File: config.mk
export PLATFORM = sky130hd
export DESIGN_NAME = sd_data_rx
export DESIGN_NICKNAME = d
export VERILOG_FILES = /design/src/rtl/sd_data_rx.sv
export SDC_FILE = /design/constraint.sdc
export NUM_CORES = 1
export LEC_CHECK = 0
export CAP_MARGIN = 15
export CORE_UTILIZATION = 52
export DETAILED_ROUTE_END_ITERATION = 6
export PLACE_DENSITY_LB_ADDON = 0.2
export SETUP_SLACK_MARGIN = 0.5
export SYNTH_ARGS = -nofsm -noshare
export SYNTH_HDL_FRONTEND = slang
export SYNTH_SLANG_ARGS = --single-unit
export TNS_END_PERCENT = 100
File: constraint.sdc
create_clock -name clk -period 2.6 [get_ports clk]
set_input_delay 0.39 -clock clk [delete_from_list [all_inputs] [get_ports clk]]
set_output_delay 0.39 -clock clk [all_outputs]
set_load 0.005 [all_outputs]
File: src/rtl/sd_data_rx.sv
`timescale 1ns / 1ps
`default_nettype none
// +--------------------------------------------------------------------------+
// | Module      : sd_data_rx                                                 |
// | Description : SD 4-bit data-block receiver. Once armed by start, waits   |
// |               for the all-low start bit, collects BLOCK_BYTES payload    |
// |               bytes (high nibble first), checks a CRC16-CCITT per DAT    |
// |               line and the end bit, then pulses done.                    |
// | Ports       : clk, reset (sync, active-high)                             |
// |               sample_en      - sdio_clk rising-edge strobe                |
// |               dat_in[3:0]    - synchronised DAT lines                     |
// |               start          - arm reception of one block (IDLE only)     |
// |               byte_data[7:0] - received byte, held between pulses        |
// |               byte_valid     - one-clk qualifier for byte_data            |
// |               busy           - block in progress                          |
// |               done           - one-clk end-of-block / error pulse         |
// |               crc_error      - sticky CRC or end-bit failure              |
// |               timeout_error  - sticky start-bit timeout                   |
// | Revision    : 1.0 - initial release                                      |
// +--------------------------------------------------------------------------+
module sd_data_rx #(
   parameter int BLOCK_BYTES   = 512,
   parameter int TIMEOUT_TICKS = 100000
) (
   input  logic       clk,
   input  logic       reset,
   input  logic       sample_en,
   input  logic [3:0] dat_in,
   input  logic       start,
   output logic [7:0] byte_data,
   output logic       byte_valid,
   output logic       busy,
   output logic       done,
   output logic       crc_error,
   output logic       timeout_error
);

   localparam int c_nibbles = 2 * BLOCK_BYTES;
   // The same counter walks the payload nibbles and the 16 CRC nibbles.
   localparam int c_cnt_w   = ($clog2(c_nibbles) > 4) ? $clog2(c_nibbles) : 4;

   localparam logic [c_cnt_w-1:0] c_last_nib = c_cnt_w'(c_nibbles - 1);
   localparam logic [c_cnt_w-1:0] c_last_crc = c_cnt_w'(15);
   localparam logic [23:0]        c_to_last  = 24'(TIMEOUT_TICKS - 1);

   localparam logic [2:0] c_st_idle   = 3'd0;
   localparam logic [2:0] c_st_wait   = 3'd1;
   localparam logic [2:0] c_st_data   = 3'd2;
   localparam logic [2:0] c_st_crc    = 3'd3;
   localparam logic [2:0] c_st_endbit = 3'd4;
   localparam logic [2:0] c_st_finish = 3'd5;

   logic [2:0]         r_state;
   logic [c_cnt_w-1:0] r_nib_cnt;
   logic [23:0]        r_to_cnt;
   logic [3:0]         r_hi_nib;
   logic [3:0]         w_line_bad;
   logic               w_arm;

   assign w_arm = (r_state == c_st_idle) && start;

   assign busy  = (r_state == c_st_wait) || (r_state == c_st_data) ||
                  (r_state == c_st_crc)  || (r_state == c_st_endbit);
   assign done  = (r_state == c_st_finish);

   // Per-line CRC generator and received-CRC shifter.
   generate
      for (genvar i = 0; i < 4; i++) begin : g_line
         logic [15:0] r_crc;
         logic [15:0] r_rx_crc;
         logic        w_fb;
         logic [15:0] w_crc_next;

         assign w_fb       = r_crc[15] ^ dat_in[i];
         assign w_crc_next = {r_crc[14:0], 1'b0} ^ (w_fb ? 16'h1021 : 16'h0000);

         always_ff @(posedge clk) begin
            if (reset || w_arm) begin
               r_crc    <= 16'h0000;
               r_rx_crc <= 16'h0000;
            end else if (sample_en && (r_state == c_st_data)) begin
               r_crc    <= w_crc_next;
            end else if (sample_en && (r_state == c_st_crc)) begin
               r_rx_crc <= {r_rx_crc[14:0], dat_in[i]};
            end
         end

         assign w_line_bad[i] = (r_crc != r_rx_crc);
      end
   endgenerate

   always_ff @(posedge clk) begin
      if (reset) begin
         r_state       <= c_st_idle;
         r_nib_cnt     <= '0;
         r_to_cnt      <= 24'd0;
         r_hi_nib      <= 4'h0;
         byte_data     <= 8'h00;
         byte_valid    <= 1'b0;
         crc_error     <= 1'b0;
         timeout_error <= 1'b0;
      end else begin
         byte_valid <= 1'b0;
         case (r_state)
            c_st_idle: begin
               if (start) begin
                  r_state       <= c_st_wait;
                  crc_error     <= 1'b0;
                  timeout_error <= 1'b0;
                  r_nib_cnt     <= '0;
                  r_to_cnt      <= 24'd0;
               end
            end
            c_st_wait: begin
               // Only an all-low bus is a start bit; a start bit on the
               // final allowed tick still wins over the timeout.
               if (sample_en) begin
                  if (dat_in == 4'b0000) begin
                     r_state <= c_st_data;
                  end else if (r_to_cnt == c_to_last) begin
                     timeout_error <= 1'b1;
                     r_state       <= c_st_finish;
                  end else begin
                     r_to_cnt <= r_to_cnt + 24'd1;
                  end
               end
            end
            c_st_data: begin
               if (sample_en) begin
                  if (!r_nib_cnt[0]) begin
                     r_hi_nib <= dat_in;
                  end else begin
                     byte_data  <= {r_hi_nib, dat_in};
                     byte_valid <= 1'b1;
                  end
                  if (r_nib_cnt == c_last_nib) begin
                     r_nib_cnt <= '0;
                     r_state   <= c_st_crc;
                  end else begin
                     r_nib_cnt <= r_nib_cnt + 1'b1;
                  end
               end
            end
            c_st_crc: begin
               if (sample_en) begin
                  if (r_nib_cnt == c_last_crc) begin
                     r_nib_cnt <= '0;
                     r_state   <= c_st_endbit;
                  end else begin
                     r_nib_cnt <= r_nib_cnt + 1'b1;
                  end
               end
            end
            c_st_endbit: begin
               if (sample_en) begin
                  crc_error <= (|w_line_bad) || (dat_in != 4'b1111);
                  r_state   <= c_st_finish;
               end
            end
            c_st_finish: begin
               r_state <= c_st_idle;
            end
            default: begin
               r_state <= c_st_idle;
            end
         endcase
      end
   end

endmodule
`default_nettype wire
Word-level counts from Yosys, hierarchy flattened
Cells that the tools add are included.
{"block": "totals", "in_bits": 8, "ff_bits": 180, "elab_cells": 110, "output_inout_bits": 13}
{"block": "op_classes", "reduce_logical": 23, "eq_ne": 24, "n_bitwise": 12, "addsub": 2, "muxes": 33}
{"operator": "two-way mux 24 bit", "n": 4}
{"operator": "!= test 16 bit", "n": 4}
{"operator": "XOR 16 x 13 -> 16 bit", "n": 4}
{"operator": "two-way mux 13 bit", "n": 4}
{"operator": "two-way mux 10 bit", "n": 5}
{"operator": "case mux 24 bit (2 select lines)", "n": 1}
{"operator": "case mux 10 bit (3 select lines)", "n": 1}
{"operator": "two-way mux 3 bit", "n": 9}
{"operator": "adder 24 x 1 -> 24 bit (second input constant)", "n": 1}
{"operator": "equality test 24 x 17 -> 1 bit (second input constant)", "n": 1}
{"operator": "case mux 3 bit (5 select lines)", "n": 1}
{"operator": "!= test 2 bit (second input constant)", "n": 7}
{"operator": "adder 10 x 1 -> 10 bit (second input constant)", "n": 1}
{"operator": "equality test 10 bit (second input constant)", "n": 1}
{"operator": "equality test 10 x 4 -> 1 bit (second input constant)", "n": 1}
{"operator": "AND reduction 5 bit", "n": 2}
{"operator": "AND reduction 3 bit", "n": 3}
{"operator": "AND reduction 8 bit", "n": 1}
{"operator": "equality test 3 x 2 -> 1 bit (second input constant)", "n": 2}
{"operator": "equality test 3 bit (second input constant)", "n": 2}
{"operator": "two-way mux 1 bit", "n": 6}
{"operator": "!= test 2 x 1 -> 1 bit (second input constant)", "n": 3}
{"operator": "logical OR 1 bit", "n": 5}
{"operator": "logical NOT 4 bit", "n": 1}
{"operator": "other kinds (14)", "n": 24}

Depth between registers and ports, before layout
Gate-level depths: netlist of run 1.
{"block": "logic_depth", "word_depth": 5, "ltp_mapped": 7, "mapped_depth_nobuf": 6}

Worst setup path after synthesis of run 1
OpenSTA, ideal clock, no wires.
{"block": "synth_timing", "kind": "register -> register", "start": "reg r_to_cnt[0]", "end": "reg r_to_cnt[20]", "arrival_ns": 1.968, "path_buffers": 0, "period_less_slack_ns": 2.042, "setup_slack_ns": 0.558, "path_stages_with_launch": 7, "cell_sequence": "dfxtp_1 > ha_1 > nand3_1 > nor3_1 > nand4_1 > or4b_1 > o21ai_0"}
{"block": "synth_via", "elab_chain_len": 5, "word_cells_on_any_way": 8}
{"element": "start: declaration", "line": "55", "text": "logic [23:0] r_to_cnt;"}
{"element": "start signal: assignment", "line": "124", "text": "r_to_cnt <= r_to_cnt + 24'd1;"}
{"element": "adder 24 x 1 -> 24 bit", "line": "124"}
{"element": "two-way mux 24 bit", "line": "120", "text": "end else if (r_to_cnt == c_to_last) begin"}
{"element": "two-way mux 24 bit", "line": "118", "text": "if (dat_in == 4'b0000) begin"}
{"element": "two-way mux 24 bit", "line": "117", "text": "if (sample_en) begin"}
{"element": "case mux 24 bit (2 select lines)", "line": "104", "text": "case (r_state)"}
Parallel ways exist; a longest one is shown, timed or not. The select of a mux whose other input is x is not followed.
A chain may end at the register's enable or synchronous reset.

Final worst setup path of run 1
{"block": "layout_timing", "start": "reg r_to_cnt[19]", "end": "reg r_to_cnt[7]"}
{"block": "layout_via", "elab_chain_len": 3}
{"element": "equality test 24 x 17 -> 1 bit", "line": "120"}
{"element": "!= test 2 bit (no line)"}
{"element": "AND reduction 5 bit (no line)"}
No other way between the ends.

==> results of run 1 <==
timing repair:
item                       in CTS  in global routing
pin swaps                       1                  2
resized for setup              12                 25
setup endpoints to repair     143                144
gates cloned                    0                  0
buffers inserted                1                  1
state kept, by name (all words and copies together) (netlist names):
name / flops
timeout_error: 1
byte_data: 8
r_state: 3
byte_valid: 1
g_line.r_rx_crc: 64
g_line.r_crc: 64
crc_error: 1
r_nib_cnt: 10
r_hi_nib: 4
r_to_cnt: 24
stage by stage:
step / cells / total power, mW / cell area (um^2)
floorplan: 990 / 3.40 / 7940
global placement: 1163 / 3.68 / 8410
finish: 1197 / 6.26 / 9160
detailed placement: 1163 / 3.68 / 8410
CTS: 1196 / 6.23 / 9040
global route: 1197 / 6.48 / 9160
layout make-up:
class | instances | area, um^2 | share of cell area (%)
timing repair buffer | 54 | 568 | 6.20
inverter | 5 | 18.8 | 0.205
clock buffer | 21 | 470 | 5.14
clock inverter | 11 | 120 | 1.31
sequential | 180 | 3620 | 39.5
multi-input combinational | 742 | 4130 | 45.1
tap | 184 | 230 | 2.51
path summary, 6_finish.rpt:
path	start	endpoint	slack [ns]	cells after the start
worst max register to register	r_to_cnt[19]$_SDFFE_PP0P_	r_to_cnt[7]$_SDFFE_PP0P_	0.56	6
worst min register to register	byte_data[6]$_SDFFE_PP0P_	byte_data[6]$_SDFFE_PP0P_	0.46	2
worst min-delay path	byte_data[6]$_SDFFE_PP0P_	byte_data[6]$_SDFFE_PP0P_	0.46	2
worst max-delay path	r_to_cnt[19]$_SDFFE_PP0P_	r_to_cnt[7]$_SDFFE_PP0P_	0.56	6
per-layer routing:
| layer | up-vias | wire length [um] | GRT usage, % |
|---|---|---|---|
| li1 | 3404 | - | - |
| met1 | 3145 | 8690 | 32.6 |
| met2 | 124 | 8820 | 39.8 |
| met3 | 9 | 695 | 4.58 |
| met4 | 0 | 99 | 5.02 |
| met5 | - | 0 | 0 |
critical path: stages, from the launching register on:
cell	delay (ns)
dfxtp_1	0.44
nor4_1	0.09
and3_2	0.24
a2111o_1	0.49
buf_12	0.19
a211oi_1	0.31
mux2i_1	0.21
report_power, final:
part | switching [mW] | internal (mW)
clock network | 1.13 | 1.42
logic | 0.548 | 0.348
registers | 0.0333 | 2.78
kinds of logic after synthesis:
logic type / after synthesis / synth area share (%)
mux: 3 / 0.378
compound gates: 215 / 15.8
buf+inv: 68 / 4.13
xor+xnor: 85 / 9.37
fa+ha+maj: 2 / 0.315
simple gates: 437 / 24.6
flops: 180 / 45.4
cells in the mapped netlist, types with 6 or more instances:
cell / count
nand4_1: 21
nand3_1: 28
dfxtp_1: 180
o21ai_0: 15
a211oi_1: 6
xnor2_1: 72
clkbuf_8: 6
xor2_1: 13
nor2_1: 28
nor3_1: 12
a2111o_1: 6
nand2_1: 298
clkbuf_1: 43
a311oi_1: 8
or3_1: 6
buf_1: 9
nor4_1: 10
a21oi_1: 153
==> flow_metrics.env, run 1 <==
export IMPL_synth_edf_count=0
export IMPL_syn_area_um2=7940
export IMPL_core_um2=14700
export IMPL_dp_hpwl_um=11500
export IMPL_post_route_util_pct=62.3
export IMPL_grt_pass1_vias=6298
export IMPL_synth_nets=1000
export IMPL_cts_hold_buf=0
export IMPL_h_tree_depth=4
export IMPL_synth_top_area_share_pct=45.4
export IMPL_drc=2
export IMPL_ys_types=60
export IMPL_cp_end_kind="register"
export IMPL_vias=6682
export IMPL_grt_pass1_wl_um=30800
export IMPL_power_density_nw_per_um2=683
export IMPL_post_route_period_util_pct=78.5
export IMPL_tns_ns=0
export IMPL_slew_headroom_pct=63.6
export IMPL_synth_seq_cells=180
export IMPL_die_area_um2=15800
export IMPL_fillers=1281
export IMPL_clockBufferDepth=2
export IMPL_run_status="complete, but fails checks"
export IMPL_yosys_area_top_type="dfxtp_1"
export IMPL_cts_buffers=17
export IMPL_worst_pin_slew_ns=0.539
export IMPL_antenna_found_initial=0
export IMPL_layout_common_cells="nand2_1, dfxtp_1, a21oi_1, xnor2_1, nor2_1"
export IMPL_cp_max_fo=23
export IMPL_ys_warn_count=0
export IMPL_finalMaxSlewViolations=0
export IMPL_grt_ovfl_total=0
export IMPL_boundaryPins=21
export IMPL_insertedDiodeCount=0
export IMPL_required_ns=2.96
export IMPL_period_minus_slack_ns=2.04
export IMPL_die_x_um=126
export IMPL_maxCapViolCount=0
export IMPL_routed_wl_um=18300
export IMPL_power_leakage_nw=2.90
export IMPL_rsz0062_at_grt="true"
export IMPL_setup_viol=0
export IMPL_hold_class="register to register"
export IMPL_whs_ns=0.456
export IMPL_ys_seq_area_share_pct=45.4
export IMPL_rows=44
export IMPL_netlist_top_cells_area="dfxtp_1, nand2_1, a21oi_1"
export IMPL_cp_arrival_ns=2.40
export IMPL_drtIter0Drc=567
export IMPL_clock_skew_ns=0.00667
export IMPL_failed_checks="DRC"
export IMPL_crit_type="register to register"
export IMPL_wl_per_cell_um=15.3
export IMPL_drive_gt1_share_pct=10.4
export IMPL_area_growth_pct=15.3
export IMPL_ys_flop_type="dfxtp_1"
export IMPL_finalHoldViolCount=0
export IMPL_start_util_pct=54.0
export IMPL_drt_pass1_iterations=7
export IMPL_max_freq_mhz=490
export IMPL_tritoncts="done"
export IMPL_pre_cts_ws_ns=0.0166
export IMPL_clock_latency_ns=0.42
export IMPL_cts_sinks=180
export IMPL_critPathLaunchType="register"
export IMPL_synthArstFlopShare_pct=0
export IMPL_ant_nets=0
export IMPL_ir_drop_uv=633
export IMPL_cts_root_buf="clkbuf_16"
export IMPL_grtUsageTotal_pct=24.1
export IMPL_setup_slack_ns=0.558
export IMPL_place_gp_congestion=0.803
export IMPL_viasPerCell=5.58
export IMPL_syn_area_per_cell_um2=8.02
export IMPL_grt_max_degree=68
export IMPL_clk_pin_slew_ns=0.07
export IMPL_nNetsFinal=1010
export IMPL_die_h_um=126
export IMPL_final_common_cell="nand2_1"
export IMPL_port_buffers=20
export IMPL_syn_inst=990
Power figures use the tool's default switching activity.
==> run 2, diff against run 1 <==
Clock period 2.6 ns to 2.09 ns, I/O delays scaled along.
==> flow_metrics.env, run 2 (synthesized netlist as in run 1, its figures left out) <==
export IMPL_run_status="complete, but fails checks"
export IMPL_failed_checks="DRC, setup timing"
export IMPL_max_freq_mhz=453
export IMPL_viasPerCell=6.85
export IMPL_slew_headroom_pct=47.6
export IMPL_core_um2=14700
export IMPL_insertedDiodeCount=0
export IMPL_die_area_um2=15800
export IMPL_layout_common_cells="nand2_1, dfxtp_1, a21oi_2, buf_4, xnor2_1"
export IMPL_cp_end_kind="register"
export IMPL_power_density_nw_per_um2=786
export IMPL_cts_buffers=17
export IMPL_drt_pass1_iterations=7
export IMPL_top_layer="met4"
export IMPL_ant_nets=0
export IMPL_power_mw=10.0
export IMPL_cp_arrival_ns=2.50
export IMPL_grt_pass1_wl_um=41800
export IMPL_place_gp_congestion=0.834
export IMPL_reg2reg_from="r_to_cnt[12]$_SDFFE_PP0P_"
export IMPL_drc=2
export IMPL_cp_startpoint="r_to_cnt[12]$_SDFFE_PP0P_"
export IMPL_post_route_util_pct=86.6
export IMPL_post_route_period_util_pct=106
export IMPL_h_tree_depth=4
export IMPL_r2r_cells=6
export IMPL_critPathSlowestCell="a311oi_2"
export IMPL_whs_path_depth=4
export IMPL_tritoncts="done"
export IMPL_setup_viol=2
export IMPL_m1WireLength_um=12700
export IMPL_period_minus_slack_ns=2.21
export IMPL_vias=9201
export IMPL_path_depth=6
export IMPL_dr_wl_met3_um=3940
export IMPL_wl_met2_um=16400
export IMPL_drive_gt1_share_pct=45.7
export IMPL_final_common_cell="nand2_1"
export IMPL_cts_sinks=180
export IMPL_routed_wl_um=36100
export IMPL_finalHoldViolCount=0
export IMPL_hold_start="dat_in[2]"
export IMPL_final_cell_area_um2=12700
export IMPL_drtIter0Drc=1147
export IMPL_crit_type="register to register"
export IMPL_boundaryPins=21
export IMPL_port_buffers=20
export IMPL_setup_slack_ns=-0.116
export IMPL_wl_per_cell_um=26.9
export IMPL_rows=44
export IMPL_cpLargestDelayFamily="simple AND/OR/NAND/NOR gates"
export IMPL_grt_pass1_vias=8009
export IMPL_start_util_pct=54.0
export IMPL_antenna_found_initial=0
export IMPL_clock_latency_ns=0.47
export IMPL_finalMaxSlewViolations=0
export IMPL_critPathMaxStageDelay_ns=0.48
export IMPL_dpl_cell_area_um2=9000
export IMPL_grt_max_degree=53
export IMPL_cts_hold_buf=0
export IMPL_die_h_um=126
export IMPL_grtUsageTotal_pct=33.8
export IMPL_grt_ovfl_total=0
export IMPL_crit_chain="and2_1 -> and3_2 -> buf_4 -> nor4bb_1 -> a21oi_1 -> a311oi_2"
export IMPL_cp_max_fo=5
export IMPL_rrSetupSlack_ns=-0.12
export IMPL_area_growth_pct=60.3
export IMPL_critPathLaunchType="register"
export IMPL_nNetsFinal=1158
export IMPL_ir_drop_uv=689
export IMPL_clockBufferDepth=2
export IMPL_largestRegisters="g_line.r_crc: 64 flops, g_line.r_rx_crc: 64 flops, r_to_cnt: 24 flops"
export IMPL_maxCapViolCount=0
export IMPL_power_leakage_nw=5.13
export IMPL_clk_pin_slew_ns=0.07
export IMPL_required_ns=2.39
export IMPL_dp_hpwl_um=13100
export IMPL_cts_root_buf="clkbuf_16"
export IMPL_rsz0062_at_grt="true"
export IMPL_tns_ns=-0.117
export IMPL_critPathBufInv=1
export IMPL_worst_pin_slew_ns=0.776
export IMPL_hold_class="primary input to register"
export IMPL_clock_skew_ns=0.0176
export IMPL_die_x_um=126
## run 2: cell types whose count changed in the layout (fill, tap and decap cells not counted), sizes merged
cell           previous run  this run
dlygate4sd2               1         6
nand2                   298       299
clkinvlp                  1         3
clkdlybuf4s50            16         5
buf                      34       178
clkbuf                   21        26
bufinv                    1         6
clkinv                    7         3
dlymetal6s2s              3         5
inv                       7         5
## run 2: final cells by class
type,count,area [um^2]
Inverter,5,22.5
Sequential cell,180,3670
Clock inverter,12,226
Clock buffer,19,443
Fill cell,579,1970
Timing Repair Buffer,201,2640
Tap cell,184,230
Multi-Input combinational cell,743,5500
## run 2: stage by stage
stage / instances / setup slack [ns] / hold slack [ns]
global placement: 1211 / -0.311 / 0.444
detailed placement: 1211 / -0.352 / 0.448
floorplan: 990 / 0.219 / 0.437
global route: 1344 / -0.114 / 0.315
finish: 1344 / -0.116 / 0.327
CTS: 1310 / 0.130 / 0.354
## run 2: where the power goes
part           switching (mW)  internal, mW  total [mW]  leakage [nW]
clock network            1.51          2.28        3.79         0.320
logic                    1.35          1.37        2.71          3.34
registers              0.0579          3.45        3.51          1.47
## run 2: path summary, 6_finish.rpt
check | to
hold reg to reg | byte_data[0]$_SDFFE_PP0P_
hold / removal | g_line[2].r_rx_crc[0]$_SDFFE_PP0P_
setup reg to reg | r_to_cnt[21]$_SDFFE_PP0P_
setup / recovery | r_to_cnt[21]$_SDFFE_PP0P_
## run 2: per-layer routing
layer / track usage, % / up-vias
met4: 16.9 / 0
li1: - / 3724
met1: 41.6 / 4324
met5: 0 / -
met3: 6.63 / 330
met2: 56.3 / 823
## run 2: worst register-to-register path, delay by kind of cell, from the launching register on
family                 cells  cell delay (ns)
DFF                        1             0.40
and+or+nand+nor            3             0.81
AOI/OAI and AO/OA          2             0.67
buffers and inverters      1             0.17
## run 2: repair_timing
item,CTS,global route
resized for setup,215,270
setup endpoints to repair,185,187
gates cloned,21,6
pin swaps,34,112
buffers inserted,47,28
==> run 3, diff against run 2 <==
Settings changed: CORE_MARGIN set to 1.5.
==> flow_metrics.env, run 3 (synthesized netlist as in run 1, its figures left out) <==
export IMPL_run_status="complete, but fails checks"
export IMPL_failed_checks="setup timing"
export IMPL_crit_type="register to register"
export IMPL_cp_max_fo=6
export IMPL_max_freq_mhz=478
export IMPL_layout_cells_non_filler=1324
export IMPL_grt_pass1_vias=7707
export IMPL_drive_gt1_share_pct=39.0
export IMPL_clockBufferDepth=2
export IMPL_die_area_um2=16000
export IMPL_clock_latency_ns=0.45
export IMPL_r2r_cells=9
export IMPL_largestRegisters="g_line.r_crc: 64 flops, g_line.r_rx_crc: 64 flops, r_to_cnt: 24 flops"
export IMPL_insertedDiodeCount=0
export IMPL_critPathLaunchType="register"
export IMPL_layout_common_cells="nand2_1, dfxtp_1, a21oi_2, buf_4, xnor2_1"
export IMPL_boundaryPins=21
export IMPL_cp_arrival_ns=2.41
export IMPL_viasPerCell=6.55
export IMPL_drt_pass1_iterations=7
export IMPL_clk_pin_slew_ns=0.07
export IMPL_pre_cts_ws_ns=-0.296
export IMPL_timing_rr_end="r_to_cnt[20]$_SDFFE_PP0P_"
export IMPL_core_um2=14700
export IMPL_h_tree_depth=4
export IMPL_critPathSlowestCell="a2111o_2"
export IMPL_finalHoldViolCount=0
export IMPL_power_mw=9.49
export IMPL_cts_root_buf="clkbuf_16"
export IMPL_power_density_nw_per_um2=791
export IMPL_rrSetupSlack_ns=-0.001
export IMPL_grt_max_degree=33
export IMPL_cts_sinks=180
export IMPL_cp_end_kind="register"
export IMPL_die_h_um=127
export IMPL_dp_hpwl_um=12400
export IMPL_grt_pass1_wl_um=41200
export IMPL_slew_headroom_pct=53.0
export IMPL_cp_startpoint="r_state[0]$_SDFFE_PP0P_"
export IMPL_nNetsFinal=1140
export IMPL_place_gp_congestion=0.872
export IMPL_grt_ovfl_total=0
export IMPL_critPathMaxStageDelay_ns=0.44
export IMPL_period_minus_slack_ns=2.09
export IMPL_worst_pin_slew_ns=0.696
export IMPL_grtUsageTotal_pct=33.0
export IMPL_whs_path_depth=2
export IMPL_port_buffers=20
export IMPL_required_ns=2.41
export IMPL_ir_drop_uv=629
export IMPL_finalMaxSlewViolations=0
export IMPL_setup_slack_ns=-0.00107
export IMPL_routed_wl_um=31300
export IMPL_ant_nets=0
export IMPL_drc=0
export IMPL_reg2reg_from="r_state[0]$_SDFFE_PP0P_"
export IMPL_wl_per_cell_um=23.6
export IMPL_place_inst=1197
export IMPL_final_cell_area_um2=12000
export IMPL_vias=8668
export IMPL_cts_buffers=17
export IMPL_die_x_um=127
export IMPL_rows=44
export IMPL_setup_viol=1
export IMPL_cts_hold_buf=0
export IMPL_dpl_cell_area_um2=8870
export IMPL_post_route_period_util_pct=100
export IMPL_holdPathEnd="byte_data[0]$_SDFFE_PP0P_"
export IMPL_crit_chain="buf_6 -> and2b_2 -> a31oi_2 -> a2111o_2 -> buf_12 -> buf_16 -> buf_4 -> a22oi_2 -> o21ai_1"
export IMPL_maxCapViolCount=0
export IMPL_drtIter0Drc=1208
export IMPL_start_util_pct=54.0
export IMPL_tritoncts="done"
export IMPL_rsz0062_at_grt="true"
export IMPL_area_growth_pct=50.9
export IMPL_hold_class="register to register"
export IMPL_final_common_cell="nand2_1"
export IMPL_power_leakage_nw=4.08
export IMPL_antenna_found_initial=0
export IMPL_clock_skew_ns=0.0129
export IMPL_hold_start="byte_data[0]$_SDFFE_PP0P_"
-- run 3: cell type report --
class | count | area (um^2)
Clock buffer | 23 | 468
Clock inverter | 6 | 32.5
Fill cell | 730 | 2710
Inverter | 5 | 22.5
Multi-Input combinational cell | 743 | 5200
Sequential cell | 180 | 3660
Tap cell | 184 | 230
Timing Repair Buffer | 183 | 2370
-- run 3: routing by layer --
metal / track usage (%) / part of all wire (%) / up-vias
li1: - / - / 3690
met1: 42.0 / 38 / 4156
met2: 51.5 / 46 / 608
met3: 9.03 / 9.1 / 214
met4: 16.8 / 6.9 / 0
met5: 0 / 0 / -
-- run 3: power breakdown --
part           switching, mW  total (mW)  internal (mW)
Sequential            0.0415        3.49           3.45
Combinational           1.48        3.08           1.60
Clock                   1.36        2.92           1.55
Total                   2.88        9.49           6.61
-- run 3: repair_timing --
| item | in CTS | in global routing |
|---|---|---|
| gates cloned | 23 | 1 |
| setup endpoints to repair | 185 | 190 |
| pin swaps | 34 | 37 |
| buffers inserted | 47 | 27 |
| gates resized for setup | 221 | 113 |
-- run 3: worst max-delay path by stage --
stage	to	slack [ns]	depth (start not counted)
after global placement	r_to_cnt[23]$_SDFFE_PP0P_	-0.28	8
after floorplan	r_state[2]$_SDFFE_PP0P_	0.22	5
after global routing	r_state[2]$_SDFFE_PP0P_	-0.04	5
after detailed placement	r_to_cnt[14]$_SDFFE_PP0P_	-0.30	6
final	r_to_cnt[20]$_SDFFE_PP0P_	-0.001	9
after CTS	r_state[2]$_SDFFE_PP0P_	0.11	5
-- run 3: critical path: cells and delay by family (launching register included) --
family	cells	cell delay, ns
compound gates	4	0.77
buf+inv	4	0.56
flops	1	0.37
simple gates	1	0.26
-- run 3: per-stage QoR --
step	util (%)	hold WS, ns	setup TNS [ns]
5_1_grt	81.6	0.467	-0.0588
4_1_cts	76.3	0.456	0
2_1_floorplan	-	0.437	0
6_report	81.6	0.451	-0.00107
3_3_place_gp	60.3	0.444	-12.60
3_5_place_dp	60.3	0.448	-12.45
